$ cat src/rtl/alu_pipe.sv
// -----------------------------------------------------------------------------
// alu_pipe -- two-stage pipelined WIDTH-bit ALU with valid/ready handshakes.
//
// Each operand can be inverted on the way in. The four operations are AND, OR,
// XOR and ADD with carry-in. Results carry flags for carry-out and zero.
// Stage 1 registers the (optionally inverted) operands, op and carry-in.
// Stage 2 registers the result and its flags. Backpressure from out_ready
// ripples back to in_ready combinationally. in_ready has no path from in_valid.
//
// Optional feature: define ALU_PIPE_OVF_EN to add the 'overflow' output. It is
// the two's-complement signed overflow of ADD, and 0 for the logic ops.
//
// Ports:
//   clk        in   system clock, rising edge
//   rst        in   asynchronous active-high reset
//   in_valid   in   upstream presents an operation
//   in_ready   out  an operation can be accepted this cycle
//   a, b       in   WIDTH-bit operands
//   a_inv      in   1 = use ~a
//   b_inv      in   1 = use ~b
//   op         in   00 AND, 01 OR, 10 XOR, 11 ADD
//   carry_in   in   carry into ADD (ignored for logic ops)
//   out_valid  out  result/flags valid
//   out_ready  in   downstream accepts the result
//   result     out  WIDTH-bit result
//   carry_out  out  ADD carry out of the MSB, 0 for logic ops
//   zero       out  result == 0
//   overflow   out  signed overflow of ADD (only with ALU_PIPE_OVF_EN)
// -----------------------------------------------------------------------------
module alu_pipe #(
    parameter int WIDTH = 8
) (
    input  logic             clk,
    input  logic             rst,
    input  logic             in_valid,
    output logic             in_ready,
    input  logic [WIDTH-1:0] a,
    input  logic [WIDTH-1:0] b,
    input  logic             a_inv,
    input  logic             b_inv,
    input  logic [1:0]       op,
    input  logic             carry_in,
    output logic             out_valid,
    input  logic             out_ready,
    output logic [WIDTH-1:0] result,
    output logic             carry_out,
    output logic             zero
`ifdef ALU_PIPE_OVF_EN
    ,
    output logic             overflow
`endif
);

    localparam logic [1:0] OP_AND = 2'b00;
    localparam logic [1:0] OP_OR  = 2'b01;
    localparam logic [1:0] OP_XOR = 2'b10;
    localparam logic [1:0] OP_ADD = 2'b11;

    // Stage 1 registers
    logic [WIDTH-1:0] a_r;
    logic [WIDTH-1:0] b_r;
    logic [1:0]       op_r;
    logic             cin_r;
    logic             s1_valid_r;

    // Stage 2 registers
    logic [WIDTH-1:0] result_r;
    logic             carry_r;
    logic             zero_r;
    logic             s2_valid_r;

    // Handshake / advance control
    logic             adv1_s;
    logic             adv2_s;
    logic             in_xfer_s;
    logic             out_xfer_s;

    // Stage 2 combinational results
    logic [WIDTH:0]   sum_s;
    logic [WIDTH-1:0] res_s;
    logic             carry_s;

    // Stage 2 can load when it is empty or its content leaves this cycle.
    // Stage 1 can load when it is empty or its content moves to stage 2.
    assign adv2_s     = s1_valid_r && (!s2_valid_r || out_ready);
    assign adv1_s     = !s1_valid_r || adv2_s;
    assign in_xfer_s  = in_valid && adv1_s;
    assign out_xfer_s = s2_valid_r && out_ready;

    assign in_ready   = adv1_s;
    assign out_valid  = s2_valid_r;
    assign result     = result_r;
    assign carry_out  = carry_r;
    assign zero       = zero_r;

    // ADD is evaluated in WIDTH+1 bits so the top bit is the carry out of the MSB.
    assign sum_s = {1'b0, a_r} + {1'b0, b_r} + {{WIDTH{1'b0}}, cin_r};

    // Operation select for the stage-2 result and carry flag.
    always_comb begin
        res_s   = {WIDTH{1'b0}};
        carry_s = 1'b0;
        case (op_r)
            OP_AND:  res_s = a_r & b_r;
            OP_OR:   res_s = a_r | b_r;
            OP_XOR:  res_s = a_r ^ b_r;
            OP_ADD: begin
                res_s   = sum_s[WIDTH-1:0];
                carry_s = sum_s[WIDTH];
            end
            default: begin
                res_s   = {WIDTH{1'b0}};
                carry_s = 1'b0;
            end
        endcase
    end

    // Stage 1: capture the conditioned operands on input transfer, and empty out when drained.
    always_ff @(posedge clk or posedge rst) begin
        if (rst) begin
            a_r        <= {WIDTH{1'b0}};
            b_r        <= {WIDTH{1'b0}};
            op_r       <= 2'b00;
            cin_r      <= 1'b0;
            s1_valid_r <= 1'b0;
        end else if (in_xfer_s) begin
            a_r        <= a_inv ? ~a : a;
            b_r        <= b_inv ? ~b : b;
            op_r       <= op;
            cin_r      <= carry_in;
            s1_valid_r <= 1'b1;
        end else if (adv2_s) begin
            s1_valid_r <= 1'b0;
        end else begin
            s1_valid_r <= s1_valid_r;
        end
    end

    // Stage 2: register the result and flags. They hold until replaced, so they stay stable while stalled.
    always_ff @(posedge clk or posedge rst) begin
        if (rst) begin
            result_r   <= {WIDTH{1'b0}};
            carry_r    <= 1'b0;
            zero_r     <= 1'b0;
            s2_valid_r <= 1'b0;
        end else if (adv2_s) begin
            result_r   <= res_s;
            carry_r    <= carry_s;
            zero_r     <= (res_s == {WIDTH{1'b0}});
            s2_valid_r <= 1'b1;
        end else if (out_xfer_s) begin
            s2_valid_r <= 1'b0;
        end else begin
            s2_valid_r <= s2_valid_r;
        end
    end

`ifdef ALU_PIPE_OVF_EN
    logic ovf_s;
    logic overflow_r;

    // Signed overflow: both operands have the same sign, and the sum has the other sign.
    always_comb begin
        ovf_s = 1'b0;
        if (op_r == OP_ADD) begin
            ovf_s = (a_r[WIDTH-1] == b_r[WIDTH-1]) && (sum_s[WIDTH-1] != a_r[WIDTH-1]);
        end else begin
            ovf_s = 1'b0;
        end
    end

    // Overflow flag is registered alongside the stage-2 result.
    always_ff @(posedge clk or posedge rst) begin
        if (rst) begin
            overflow_r <= 1'b0;
        end else if (adv2_s) begin
            overflow_r <= ovf_s;
        end else begin
            overflow_r <= overflow_r;
        end
    end

    assign overflow = overflow_r;
`endif

endmodule

$ cat config.mk
export PLATFORM = sky130hd
export DESIGN_NAME = alu_pipe
export DESIGN_NICKNAME = d
export VERILOG_FILES = /design/src/rtl/alu_pipe.sv
export SDC_FILE = /design/constraint.sdc
export NUM_CORES = 1
export LEC_CHECK = 0
export ABC_AREA = 1
export CORE_AREA = 2 2 82 84
export CTS_CLUSTER_SIZE = 16
export DETAILED_ROUTE_END_ITERATION = 7
export DIE_AREA = 0 0 84 86
export GPL_ROUTABILITY_DRIVEN = 0
export SLEW_MARGIN = 20
export SYNTH_ARGS = -nofsm -noshare
export SYNTH_HDL_FRONTEND = slang
export SYNTH_SLANG_ARGS = --single-unit
$ cat constraint.sdc
create_clock -name clk -period 2.2 [get_ports clk]
set_input_delay 0.44 -clock clk [delete_from_list [all_inputs] [get_ports clk]]
set_output_delay 0.44 -clock clk [all_outputs]
set_load 0.01 [all_outputs]
# [After elaboration in Yosys (flattened, before gate mapping)]
# Cells that the tools add are included.
[word_totals] regBits=31 latch_bits=0 mem_bits_rw=0 romBits=0 in_bits=25 output_inout_bits=12 elab_cells=38 mem_count=0
[classes] add_sub_neg=2 multipliers=0 div=0 n_lt_le_gt_ge=0 eq_ne=3 n_shift=0 n_mux=8 bitwise=5 n_reduce_logical=11
[op_table] cell="one-hot mux 8 bit (4 select lines)" count=1
[op_table] cell="two-way mux 8 bit" count=2
[op_table] cell="NOT 8 bit" count=2
[op_table] cell="adder 8 x 8 -> 9 bit" count=1
[op_table] cell="adder 9 x 1 -> 9 bit" count=1
[op_table] cell="AND 8 bit" count=1
[op_table] cell="zero test 8 bit" count=1
[op_table] cell="OR 8 bit" count=1
[op_table] cell="bitwise XOR 8 bit" count=1
[op_table] cell="two-way mux 1 bit" count=5
[op_table] cell="equality test 2 bit (second input constant)" count=2
[op_table] cell="nonzero test 2 bit" count=2
[op_table] cell="logical AND 1 bit" count=3
[op_table] cell="equality test 2 x 1 -> 1 bit (second input constant)" count=1
[op_table] cell="zero test 1 bit" count=2
[op_table] cell="zero test 2 bit" count=1
[op_table] cell="logical OR 1 bit" count=2

# [Longest topological paths before layout]
[depth] ltp_word=6 depth_mapped=14 ltp_nobuf=14

# [Worst setup path after synthesis]
# Ideal clock, no wire load.
[synth_path] path_kind="reg2reg" start="reg a_r[0]" end="reg zero_r, in the netlist zero" arrival_time_ns=1.819 required_ns=2.084 setup_slack_ns=0.265 stages_incl_launch_ff=14 path_buffers=0 synth_period_minus_slack_ns=1.935 path_cell_list="dfrtp_1 fa_1 inv_1 fa_1 inv_1 nand3_1 nand2_2 o21bai_4 nand2_2 nor2_2 nand3_1 nor2_1 nand2_1 nand2_1"
[synth_via] elab_chain_len=4 elab_cells_between_ends=7
[synth_rtl] item="start: declaration" line="60" source="logic [WIDTH-1:0] a_r;"
[synth_rtl] item="start signal: assignment" line="121" source="a_r <= {WIDTH{1'b0}};"
[synth_rtl] item="start signal: assignment" line="127" source="a_r <= a_inv ? ~a : a;"
[synth_rtl] item="adder 8 x 8 -> 9 bit" line="97" source="assign sum_s = {1'b0, a_r} + {1'b0, b_r} + {{WIDTH{1'b0}}, cin_r};"
[synth_rtl] item="adder 9 x 1 -> 9 bit" line="97"
[synth_rtl] item="one-hot mux 8 bit (4 select lines) *" line="103" source="case (op_r)"
[synth_rtl] item="zero test 8 bit *" line="149" source="zero_r <= (res_s == {WIDTH{1'b0}});"
[synth_rtl] item="end signal: assignment" line="149"
[synth_rtl] item="end: declaration" line="69" source="logic zero_r;"
# Mark *: on every way between the ends. The rest lies on a longest branch, timed or not.
# A chain may end at the register's enable or synchronous reset.

# [Worst setup path after layout]
# Same ends and word-level chain as after synthesis.

==> impl_metrics.ini <==
[outcome]
outcome = completed

[synthesis]
synth.distinct_cells = 28
synth_seq_cells = 31
synth_top_area_frac = 0.3603
synth_most_common_cell = nand2_1
ys_async_sr_fraction = 1.000
syn_area_per_cell_um2 = 7.975
synth-edff-count = 0
synth_area_mm2 = 0.002153
synthFlopType = dfrtp_1
syn_nets = 313
ys_seq_area_frac = 0.3603
ys_warn_count = 0
yosysTopAreaCell = dfrtp_1
synth_area_leaders = dfrtp_1 (36%), nand2_1 (12%), ha_1 (9.3%)
synthTopCellsByCount = nand2_1 (71), inv_1 (37), dfrtp_1 (31)
syn_inst = 270

[placement]
io_buffers = 36
dpl.cell_count = 378
dpl_cell_area_mm2 = 0.002595
place_hpwl_mm = 3.173

[sta]
hold_viol_final = 0
min_period_ns = 2.069
setup_violations = 0
timing.hold.ws_ns = 0.4830
max_freq_ghz = 0.4832
timing.slew.headroom = 0.6635
drv_slew = 0
rsz0062_at_grt = false
skew_ns = 0.006428
period_share = 0.9406
finalSetupTns_ns = 0
worst_slew_pin_slew_ns = 0.5031

[global_routing]
grt_pass1_vias = 1523
gr-usage-all-layers = 0.1187
grt-ovfl-total = 0
antenna_found_initial = 0
grt_pass1_wl_mm = 6.962
grt_max_degree = 36

[route]
routedWlPerCell_um = 10.36
vias = 1699
drt-initial-drc-count = 104
ant_nets = 0
vias_per_cell = 4.424
routed_wirelength_mm = 3.977
dr.pass1.iters = 4
drc = 0

[setup_path]
reg2reg_slack_ns = 0.13
cp.arrival_ns = 2.24
reg2regPathDepth = 13
rr_endpoint = zero$_DFFE_PP0P_
required_ns = 2.37
crit_fanout = 4
cp-end-kind = register
r2r_start = a_r[0]$_DFFE_PP0P_
worstSetupPathType = register to register
start_kind = register

[finish]
nets = 351
antenna_cells = 0
drive_gt1_frac = 0.1010
final_area_mm2 = 0.002668
stdcell_count = 384
area_growth_pct = 23.88
layout.core_utilization = 0.4250

[power]
p_leak_nw = 1.278
ir_drop_v = 0.0003700
p_switching_uw = 810.4
pwr-share-seq = 0.374
power_switching_share = 0.3706
p_int_mw = 1.376
comb_power_share = 0.443
power_frac_clock = 0.183
power_density_mw_per_mm2 = 819.7

[min_path]
hold_depth = 2
min_path_type = register to register
hold_end = carry_out$_DFFE_PP0P_
worstHoldStart = carry_out$_DFFE_PP0P_

[clock_tree]
cts_resized = 0
cts_setup_buffers = 0
cts_buffers = 5
cts_root_buf = clkbuf_8
cts_max_level = 2
clkTransAtPathRegs_ns = 0.06
clock_sinks = 31
cts_tree = built
clk_latency_ns = 0.28
cts_max_path_buffers = 2
cts_hold_buf = 0

[floorplanning]
core-area_mm2 = 0.006277
ios = 37
fp.dieW_um = 84
start_util = 0.3430
die_h_um = 86
die_area_mm2 = 0.007224
rows = 29

[flow_run]
drv_cap = 0
## power groups by stage
stage	sequential [mW]	combinational [mW]	clock (mW)
after global routing	0.840	1.09	0.445
after global placement	0.823	0.972	0
final	0.817	0.969	0.401
after detailed placement	0.830	0.976	0
after floorplan	0.829	0.643	0
after CTS	0.820	0.979	0.420
## cell families after synthesis
kind of cell | count (synthesis) | synth area share
flops | 31 | 0.3603
fa+ha+maj | 18 | 0.1116
xor+xnor | 16 | 0.06508
compound gates | 38 | 0.1017
simple gates | 119 | 0.2685
buf+inv | 48 | 0.09297
## how the worst max path moves through the flow
stage | from | to
final | a_r[0]$_DFFE_PP0P_ | zero$_DFFE_PP0P_
after global routing | a_r[0]$_DFFE_PP0P_ | zero$_DFFE_PP0P_
after CTS | a_r[0]$_DFFE_PP0P_ | zero$_DFFE_PP0P_
after detailed placement | a_r[0]$_DFFE_PP0P_ | zero$_DFFE_PP0P_
after global placement | a_r[0]$_DFFE_PP0P_ | zero$_DFFE_PP0P_
after floorplan | a_r[0]$_DFFE_PP0P_ | zero$_DFFE_PP0P_
## metrics by stage
step	total power, mW	worst slack [ns]
after detailed placement	1.806	0.1400
after global routing	2.377	0.02419
after floorplan	1.472	0.2647
after CTS	2.219	0.1319
final	2.187	0.1307
after global placement	1.795	0.1813
## final cells by class
class / count / area [um^2]
clock buffer: 6 / 72.57
multi-input combinational: 191 / 1177
fill: 648 / 3610
tap: 77 / 96.34
timing repair buffer: 39 / 395.4
inverter: 40 / 150.1
sequential: 31 / 775.7
## sequential cells by signal, indices dropped and copies added, names as in the netlist
register and cells:
zero 1, out_valid 1, carry_out 1, result 8, b_r 8, a_r 8, cin_r 1, op_r 2
s1_valid_r 1
## worst max-delay path, stage by stage, from the launching register on
cell and delay [ns]:
dfrtp_1 0.42, fa_1 0.45, inv_1 0.08, fa_1 0.41, inv_1 0.07, nand3_1 0.08
nand2_2 0.11, o21bai_4 0.06, nand2_2 0.06, nor2_2 0.03, nand3_1 0.07, nor2_1 0.04
nand2_1 0.05, nand2_1 0.04
## placed cells by master, fill, tap and decap left out
| cell | count |
|---|---|
| nand2_2 | 2 |
| o21bai_1 | 1 |
| o22ai_1 | 3 |
| nand3_4 | 1 |
| nor2_2 | 6 |
| inv_2 | 3 |
| clkdlybuf4s50_1 | 36 |
| nand3_1 | 15 |
| a21oi_2 | 1 |
| buf_4 | 2 |
| o21a_1 | 1 |
| dfrtp_1 | 31 |
| a21oi_1 | 4 |
| clkbuf_1 | 1 |
| nand3b_1 | 5 |
| xnor2_1 | 16 |
| nor2_4 | 1 |
| inv_1 | 37 |
| o21bai_4 | 1 |
| a31oi_1 | 2 |
| nand2_4 | 2 |
| o21ai_0 | 25 |
| nand3_2 | 6 |
| nor2_1 | 10 |
| buf_12 | 1 |
| ha_1 | 16 |
| clkbuf_8 | 5 |
| fa_1 | 2 |
| nand2_1 | 71 |
## per-layer routing
metal  GRT usage  vias to the layer above  part of all wire
met1      0.1652                      739              0.51
met2      0.1775                       36              0.44
met5           0                        -                 0
met4     0.05279                        0             0.013
met3     0.02599                        4             0.036
li1            -                      920                 -
(Power assumes the default switching activity.)
